<file path="src/rtl/md_rr_arbiter_pkg.sv">
// Shared types and constants for the metadata (MD) stream blocks.
//   arb_state_e : arbiter grant state (IDLE, GNT1, GNT2)
//   SRC_MD1/2   : source tag carried on the merged stream's TUSER
//   MD_DW/MD_CW : default data width and packet-counter width
package md_rr_arbiter_pkg;

  typedef enum logic [1:0] {
    ST_IDLE = 2'd0,
    ST_GNT1 = 2'd1,
    ST_GNT2 = 2'd2
  } arb_state_e;

  localparam logic SRC_MD1 = 1'b0;
  localparam logic SRC_MD2 = 1'b1;

  localparam int MD_DW = 512;
  localparam int MD_CW = 16;

endpackage

</file>
<file path="src/rtl/md_rr_arbiter_if.sv">
// AXI-stream style MD bus.
//   tdata/tlast : beat payload and end-of-packet marker
//   tuser       : source tag, only meaningful on a merged stream
//   tvalid      : producer has a beat
//   tready      : consumer can take a beat
// Handshake: a beat moves on a rising clock edge where tvalid and tready are
// both 1. Once tvalid is raised it stays high, with payload held stable,
// until that transfer happens. tready may change freely and never has to
// wait for tvalid.
// master : producer side (drives payload, tag and valid)
// slave  : untagged consumer side (tag is added by whoever merges streams)
interface md_rr_arbiter_if
  import md_rr_arbiter_pkg::*;
#(
  parameter int DW = MD_DW
);
  logic [DW-1:0] tdata;
  logic          tvalid;
  logic          tready;
  logic          tlast;
  logic          tuser;

  modport master (output tdata, output tvalid, output tlast, output tuser, input tready);
  modport slave  (input tdata, input tvalid, input tlast, output tready);
endinterface

</file>
<file path="src/rtl/md_rr_arbiter_skid.sv">
// md_axis_skid: 2-entry register slice for MD streams.
//   in_data/in_valid/in_ready    : upstream side; in_ready is a flop (= not full)
//   out_data/out_valid/out_ready : downstream side; payload comes straight
//                                  from storage, so it is stable under stall
// A beat pushed in cycle t is visible at the output in cycle t+1. One push
// and one pop per cycle are allowed, giving full throughput with one entry
// occupied; the second entry absorbs the beat already in flight when the
// registered in_ready could not yet react to a stall.
module md_axis_skid #(
  parameter int W = 514
) (
  input  logic         clk,
  input  logic         resetn,
  input  logic [W-1:0] in_data,
  input  logic         in_valid,
  output logic         in_ready,
  output logic [W-1:0] out_data,
  output logic         out_valid,
  input  logic         out_ready
);

  logic [W-1:0] mem_q [2];
  logic [W-1:0] mem_d [2];
  logic         wr_ptr_q, wr_ptr_d;
  logic         rd_ptr_q, rd_ptr_d;
  logic [1:0]   count_q, count_d;
  logic         in_ready_q, in_ready_d;
  logic         push, pop;

  assign push      = in_valid & in_ready_q;
  assign pop       = (count_q != 2'd0) & out_ready;
  assign in_ready  = in_ready_q;
  assign out_valid = (count_q != 2'd0);
  assign out_data  = mem_q[rd_ptr_q];

  always_comb begin
    mem_d    = mem_q;
    wr_ptr_d = wr_ptr_q;
    rd_ptr_d = rd_ptr_q;
    count_d  = count_q;
    if (push) begin
      mem_d[wr_ptr_q] = in_data;
      wr_ptr_d        = ~wr_ptr_q;
    end
    if (pop) begin
      rd_ptr_d = ~rd_ptr_q;
    end
    if (push && !pop) begin
      count_d = count_q + 2'd1;
    end else if (pop && !push) begin
      count_d = count_q - 2'd1;
    end
    // Look at the post-update fill so a pop re-opens the input next cycle.
    in_ready_d = (count_d != 2'd2);
  end

  always_ff @(posedge clk or negedge resetn) begin
    if (!resetn) begin
      mem_q[0]   <= '0;
      mem_q[1]   <= '0;
      wr_ptr_q   <= 1'b0;
      rd_ptr_q   <= 1'b0;
      count_q    <= 2'd0;
      in_ready_q <= 1'b0;
    end else begin
      mem_q      <= mem_d;
      wr_ptr_q   <= wr_ptr_d;
      rd_ptr_q   <= rd_ptr_d;
      count_q    <= count_d;
      in_ready_q <= in_ready_d;
    end
  end

endmodule

</file>
<file path="src/rtl/md_rr_arbiter.sv">
// md_rr_arbiter: packet-level round-robin merge of two MD streams.
//   clk, resetn           : clock, asynchronous active-low reset
//   axis_in_md1/md2       : source streams (slave side)
//   axis_out_md           : merged stream; tuser = SRC_MD1 / SRC_MD2
//   PKT_CNT1/PKT_CNT2     : packets accepted per source, wrapping at 2^CW
//   dbg_state             : current grant state
// A grant is held from the first beat until the TLAST beat of that source is
// accepted; the other source then gets priority. Accepted beats go through a
// 2-entry skid slice, so output appears one cycle after input acceptance.
module md_rr_arbiter
  import md_rr_arbiter_pkg::*;
#(
  parameter int DW = MD_DW,
  parameter int CW = MD_CW
) (
  input  logic                 clk,
  input  logic                 resetn,
  md_rr_arbiter_if.slave       axis_in_md1,
  md_rr_arbiter_if.slave       axis_in_md2,
  md_rr_arbiter_if.master      axis_out_md,
  output logic [CW-1:0]        PKT_CNT1,
  output logic [CW-1:0]        PKT_CNT2,
  output arb_state_e           dbg_state
);

  arb_state_e    state_q, state_d;
  logic          pref_md2_q, pref_md2_d;   // 1: MD2 wins the next tie
  logic [CW-1:0] cnt1_q, cnt1_d;
  logic [CW-1:0] cnt2_q, cnt2_d;

  logic          skid_in_ready;
  logic          v1, v2, acc1, acc2, eop1, eop2;
  logic [DW+1:0] push_data, pop_data;

  assign v1 = axis_in_md1.tvalid;
  assign v2 = axis_in_md2.tvalid;

  // TREADY comes only from registered state, never from TVALID.
  assign axis_in_md1.tready = (state_q == ST_GNT1) & skid_in_ready;
  assign axis_in_md2.tready = (state_q == ST_GNT2) & skid_in_ready;

  assign acc1 = axis_in_md1.tready & v1;
  assign acc2 = axis_in_md2.tready & v2;
  assign eop1 = acc1 & axis_in_md1.tlast;
  assign eop2 = acc2 & axis_in_md2.tlast;

  always_comb begin
    if (state_q == ST_GNT2) begin
      push_data = {SRC_MD2, axis_in_md2.tlast, axis_in_md2.tdata};
    end else begin
      push_data = {SRC_MD1, axis_in_md1.tlast, axis_in_md1.tdata};
    end
  end

  always_comb begin
    state_d    = state_q;
    pref_md2_d = pref_md2_q;
    cnt1_d     = cnt1_q;
    cnt2_d     = cnt2_q;
    case (state_q)
      ST_IDLE: begin
        if (v1 && v2)  state_d = pref_md2_q ? ST_GNT2 : ST_GNT1;
        else if (v1)   state_d = ST_GNT1;
        else if (v2)   state_d = ST_GNT2;
      end
      ST_GNT1: begin
        if (eop1) begin
          pref_md2_d = 1'b1;
          cnt1_d     = cnt1_q + CW'(1);
          // Hand straight over to a waiting peer so packets run back-to-back.
          state_d    = v2 ? ST_GNT2 : (v1 ? ST_GNT1 : ST_IDLE);
        end
      end
      ST_GNT2: begin
        if (eop2) begin
          pref_md2_d = 1'b0;
          cnt2_d     = cnt2_q + CW'(1);
          state_d    = v1 ? ST_GNT1 : (v2 ? ST_GNT2 : ST_IDLE);
        end
      end
      default: state_d = ST_IDLE;
    endcase
  end

  always_ff @(posedge clk or negedge resetn) begin
    if (!resetn) begin
      state_q    <= ST_IDLE;
      pref_md2_q <= 1'b0;
      cnt1_q     <= '0;
      cnt2_q     <= '0;
    end else begin
      state_q    <= state_d;
      pref_md2_q <= pref_md2_d;
      cnt1_q     <= cnt1_d;
      cnt2_q     <= cnt2_d;
    end
  end

  md_axis_skid #(.W(DW + 2)) u_skid (
    .clk       (clk),
    .resetn    (resetn),
    .in_data   (push_data),
    .in_valid  (acc1 | acc2),
    .in_ready  (skid_in_ready),
    .out_data  (pop_data),
    .out_valid (axis_out_md.tvalid),
    .out_ready (axis_out_md.tready)
  );

  assign axis_out_md.tdata = pop_data[DW-1:0];
  assign axis_out_md.tlast = pop_data[DW];
  assign axis_out_md.tuser = pop_data[DW+1];

  assign PKT_CNT1  = cnt1_q;
  assign PKT_CNT2  = cnt2_q;
  assign dbg_state = state_q;

endmodule
</file>
<file path="src/flat_wrapper.sv">
// flat-port wrapper written by rule: the top's interface ports become plain ports
module md_rr_arbiter_flat import md_rr_arbiter_pkg::*;
#(
  parameter int DW = MD_DW,
  parameter int CW = MD_CW
)
  (clk, resetn, PKT_CNT1, PKT_CNT2, dbg_state, axis_in_md1_tdata, axis_in_md1_tvalid, axis_in_md1_tlast, axis_in_md1_tready, axis_in_md2_tdata, axis_in_md2_tvalid, axis_in_md2_tlast, axis_in_md2_tready, axis_out_md_tdata, axis_out_md_tvalid, axis_out_md_tlast, axis_out_md_tuser, axis_out_md_tready);
  md_rr_arbiter_if #(.DW(DW)) axis_in_md1_i ();
  md_rr_arbiter_if #(.DW(DW)) axis_in_md2_i ();
  md_rr_arbiter_if #(.DW(DW)) axis_out_md_i ();
  input  logic clk;
  input  logic resetn;
  output logic [CW-1:0] PKT_CNT1;
  output logic [CW-1:0] PKT_CNT2;
  output arb_state_e dbg_state;
  input wire logic [$bits(axis_in_md1_i.tdata)-1:0] axis_in_md1_tdata;
  input wire logic [$bits(axis_in_md1_i.tvalid)-1:0] axis_in_md1_tvalid;
  input wire logic [$bits(axis_in_md1_i.tlast)-1:0] axis_in_md1_tlast;
  output wire logic [$bits(axis_in_md1_i.tready)-1:0] axis_in_md1_tready;
  input wire logic [$bits(axis_in_md2_i.tdata)-1:0] axis_in_md2_tdata;
  input wire logic [$bits(axis_in_md2_i.tvalid)-1:0] axis_in_md2_tvalid;
  input wire logic [$bits(axis_in_md2_i.tlast)-1:0] axis_in_md2_tlast;
  output wire logic [$bits(axis_in_md2_i.tready)-1:0] axis_in_md2_tready;
  output wire logic [$bits(axis_out_md_i.tdata)-1:0] axis_out_md_tdata;
  output wire logic [$bits(axis_out_md_i.tvalid)-1:0] axis_out_md_tvalid;
  output wire logic [$bits(axis_out_md_i.tlast)-1:0] axis_out_md_tlast;
  output wire logic [$bits(axis_out_md_i.tuser)-1:0] axis_out_md_tuser;
  input wire logic [$bits(axis_out_md_i.tready)-1:0] axis_out_md_tready;
  assign axis_in_md1_i.tdata = axis_in_md1_tdata;
  assign axis_in_md1_i.tvalid = axis_in_md1_tvalid;
  assign axis_in_md1_i.tlast = axis_in_md1_tlast;
  assign axis_in_md1_tready = axis_in_md1_i.tready;
  assign axis_in_md2_i.tdata = axis_in_md2_tdata;
  assign axis_in_md2_i.tvalid = axis_in_md2_tvalid;
  assign axis_in_md2_i.tlast = axis_in_md2_tlast;
  assign axis_in_md2_tready = axis_in_md2_i.tready;
  assign axis_out_md_tdata = axis_out_md_i.tdata;
  assign axis_out_md_tvalid = axis_out_md_i.tvalid;
  assign axis_out_md_tlast = axis_out_md_i.tlast;
  assign axis_out_md_tuser = axis_out_md_i.tuser;
  assign axis_out_md_i.tready = axis_out_md_tready;
  md_rr_arbiter #(.DW(DW), .CW(CW)) u_core (.clk(clk), .resetn(resetn), .axis_in_md1(axis_in_md1_i), .axis_in_md2(axis_in_md2_i), .axis_out_md(axis_out_md_i), .PKT_CNT1(PKT_CNT1), .PKT_CNT2(PKT_CNT2), .dbg_state(dbg_state));
endmodule
</file>
<file path="config.mk">
export PLATFORM = sky130hd
export DESIGN_NAME = md_rr_arbiter_flat
export DESIGN_NICKNAME = d
export VERILOG_FILES = /design/src/rtl/md_rr_arbiter_pkg.sv /design/src/rtl/md_rr_arbiter_if.sv /design/src/rtl/md_rr_arbiter_skid.sv /design/src/rtl/md_rr_arbiter.sv /design/src/flat_wrapper.sv
export SDC_FILE = /design/constraint.sdc
export NUM_CORES = 2
export LEC_CHECK = 0
export CAP_MARGIN = 20
export CORE_AREA = 2 2 618 620
export DETAILED_ROUTE_END_ITERATION = 8
export DIE_AREA = 0 0 620 622
export SLEW_MARGIN = 5
export SYNTH_ARGS = -nofsm -noshare
export SYNTH_HDL_FRONTEND = slang
export SYNTH_HIERARCHICAL = 1
export SYNTH_SLANG_ARGS = --single-unit
</file>
<file path="constraint.sdc">
create_clock -name clk -period 2 [get_ports clk]
set_input_delay 0.4 -clock clk [delete_from_list [all_inputs] [get_ports clk]]
set_output_delay 0.4 -clock clk [all_outputs]
set_load 0.02 [all_outputs]
</file>
==> flow_summary.toml <==
[die]
core-area_sq_um = 378000
ios = 1582
rows = 226
fp.dieW_microns = 620
dieArea_sq_um = 386000
die_y_microns = 622
start_util_pct = 14.3

[cts]
h-tree-depth = 4
numCtsBuffers = 138
clk_pin_slew_worst_paths_ns = 0.06
cts.sinks = 1068
cts_tree = "built"
cts.path.max_buffers = 4
root_buffer = "clkbuf_16"
clk_latency_ns = 0.85

[synth]
syn_inst = 4576
async_reset_ff_share_pct = 100
yosys.area_share.simple_pct = 11.7
synth_top_family_by_area = "multiplexers"
netlist_area_sq_um = 54000
synthMuxAreaShare_pct = 34.6
synth_area_leaders = "dfrtp_1 49%, mux2_2 25%, nand2_1 11%"
synth.most_common_cell = "nand2_1"
synth_top_area_share_pct = 49.5
syn-num-nets = 5610
synth_common_cells = "1555 x nand2_1, 1195 x mux2_2, 1068 x dfrtp_1"
yosysWarnings = 6
synth_compound_area_share_pct = 0.158
synth_xor_area_share_pct = 0.535
yosysTopAreaCell = "dfrtp_1"
synth_seq_area_share_pct = 49.5
ys_ff_latch = 1068
synth_edf_count = 0
synth_fa_ha_area_share_pct = 0.0880
syn_area_per_cell_sq_um = 11.8
yosys.cell_types.count = 46
synth_flop_cell = "dfrtp_1"

[drt]
wl_per_cell_microns = 25.7
drc = 0
dr_total_vias = 41800
wl_microns = 295000
drtAntennaViolNets = 0
drt_iter0_drc = 2467
first_pass_iters = 5
viasPerCell = 3.63

[setup_path]
start_kind = "flip-flop"
crit_path_end_kind = "primary output"
critPathMaxStageDelay_ns = 0.48
crit_path_max_fanout = 23
critPathTopFamily = "buffers and inverters"
worst_ep_arrival_time_ns = 2.61
path_cells = "buf_16 -> buf_12 -> mux2_2 -> dlygate4sd2_1"
cpMaxStageDelayCell = "dfrtp_4"
crit_required_ns = 1.60
critPathKind = "flip-flop to primary output"
cp.buffers_inverters = 3

[place]
dp_cells = 11200
post_dp_cell_area_sq_um = 77700
dpl.hpwl_microns = 244000
globalplace.congestion = 0.916
io_buffers = 1581

[sta]
fin_worst_skew_ns = 0.0888
finalCritPeriodShare_pct = 150
setup_viol = 1457
worstMarginPinSlew_ns = 0.708
finalCriticalPeriod_ns = 3.01
fmax_mhz = 332
rsz0062_at_grt = "yes"
worst_slack_ns = -1.01
hold_violations = 0
slew_violations = 0
tns_ns = -549.17
slew-limit-headroom_pct = 52.8

[worst_hold_path]
hp-class = "input pin to flip-flop"

[layout]
multiInputGateArea_sq_um = 26000
utilization_pct = 22.3
stdcell_count = 11500
fillers = 40700
fin_area_sq_um = 84300
drive_gt1_share_pct = 39.2
layout.nets = 7403
area_growth_pct = 56.0
area.sequential_sq_um = 26700

[global_routing]
top_usage_layer = "met2"
antenna_found_initial = 58
grt_first_pass_wirelength_microns = 386000
grt_util_all_layers_pct = 14.7
grt-ovfl-total = 0
gr-usage-met1_pct = 17.2
grt_pass1_vias = 42700
grt.met2_usage_pct = 24.6
grt_start_max_net_pins = 80
grt_use_met3_pct = 5.32

[power_and_ir_drop]
p_leak_nw = 39.0
powerDensity_nw_per_um2 = 1920
peakVddDrop_mv = 0.892

[run]
drv_cap = 0

[run_status]
violations = "negative setup slack"
status = "finished with violations"
## metrics by stage
| step | hold WS, ns | worst slack [ns] | total power [mW] |
|---|---|---|---|
| finish | 0.318 | -1.01 | 162 |
| global route | 0.262 | -1.10 | 170 |
| global placement | 0.466 | -0.678 | 133 |
| floorplan | 0.104 | -0.105 | 84.0 |
| detailed placement | 0.457 | -0.638 | 134 |
| CTS | 0.208 | -1.14 | 162 |
## flip-flops by register name (all words and copies together) (netlist names)
register and count:
u_core/u_skid/count_q 2, u_core/dbg_state 2, u_core/u_skid/wr_ptr_q 1, u_core/u_skid/in_ready 1, u_core/u_skid/mem_q 1028, u_core/pref_md2_q 1
u_core/PKT_CNT2 16, u_core/u_skid/rd_ptr_q 1, u_core/PKT_CNT1 16
## tightest hold or removal path, delay by kind of cell
family / cells / cell delay [ns]
and+or+nand+nor: 2 / 0.11
muxes: 1 / 0.14
buffers and inverters: 1 / 0.45
## cell families after synthesis
kind of cell,Yosys count
XOR/XNOR,33
buffers and inverters,296
adder cells (fa/ha/maj),4
multiplexers,1544
AND/OR/NAND/NOR,1618
flip-flops,1068
AO/OA/AOI/OAI,13
## worst paths after layout
| kind | endpoint | start | slack (ns) | depth (start not counted) |
|---|---|---|---|---|
| max | axis_out_md_tdata[194] | u_core/u_skid/rd_ptr_q$_DFFE_PN0P_ | -1.01 | 4 |
| min | u_core/u_skid/mem_q[957]$_DFFE_PN0P_ | axis_in_md1_tdata[443] | 0.32 | 4 |
| max reg2reg | u_core/u_skid/mem_q[176]$_DFFE_PN0P_ | u_core/dbg_state[0]$_DFFE_PN0P_ | -0.21 | 7 |
| min reg2reg | u_core/PKT_CNT2[15]$_DFFE_PN0P_ | u_core/PKT_CNT2[15]$_DFFE_PN0P_ | 0.48 | 1 |
| max in group asynchronous | u_core/u_skid/mem_q[977]$_DFFE_PN0P_ | resetn | 0.81 | 3 |
| min in group asynchronous | u_core/u_skid/mem_q[208]$_DFFE_PN0P_ | resetn | 0.60 | 3 |
## power by group
group	leakage (nW)	total [mW]	internal (mW)	switching, mW
clock	2.16	25.0	14.6	10.4
combinational	23.8	99.3	45.0	54.3
sequential	13.0	37.7	32.2	5.43
total	39.0	162	91.8	70.1
## cell usage in the layout (no fill, tap or decap), drive strengths merged, types with 20 or more instances in the layout
master / netlist / layout
nand2: 1556 / 1556
mux2: 1544 / 1544
dfrtp: 1068 / 1068
clkdlybuf4s50: 0 / 1062
buf: 241 / 739
clkbuf: 46 / 210
dlygate4sd2: 0 / 106
diode: 0 / 35
clkinv: 0 / 28
xnor2: 20 / 20
## cell type report
type                       instances  area share [%]
sequential                      1068            31.7
multi-input combinational       3212            30.8
timing repair buffer            1940            24.6
tap                             5016            7.45
clock buffer                     188            4.56
clock inverter                    45           0.698
antenna                           35           0.104
inverter                           9          0.0490
## timing repair
item                                    4_1_cts  5_1_grt
setup buffers                                18       12
gates resized for setup                     624      318
gates cloned                                  9       16
hold buffers                                  1        0
endpoints found under the setup margin     1488     1575
endpoints found under the hold margin       158        0
## layer usage
layer	wire [microns]	vias up
met2	142000	1327
met3	25700	318
met4	10400	18
li1	-	19000
met1	117000	21200
met5	112	-
Power figures use the tool's default switching activity.
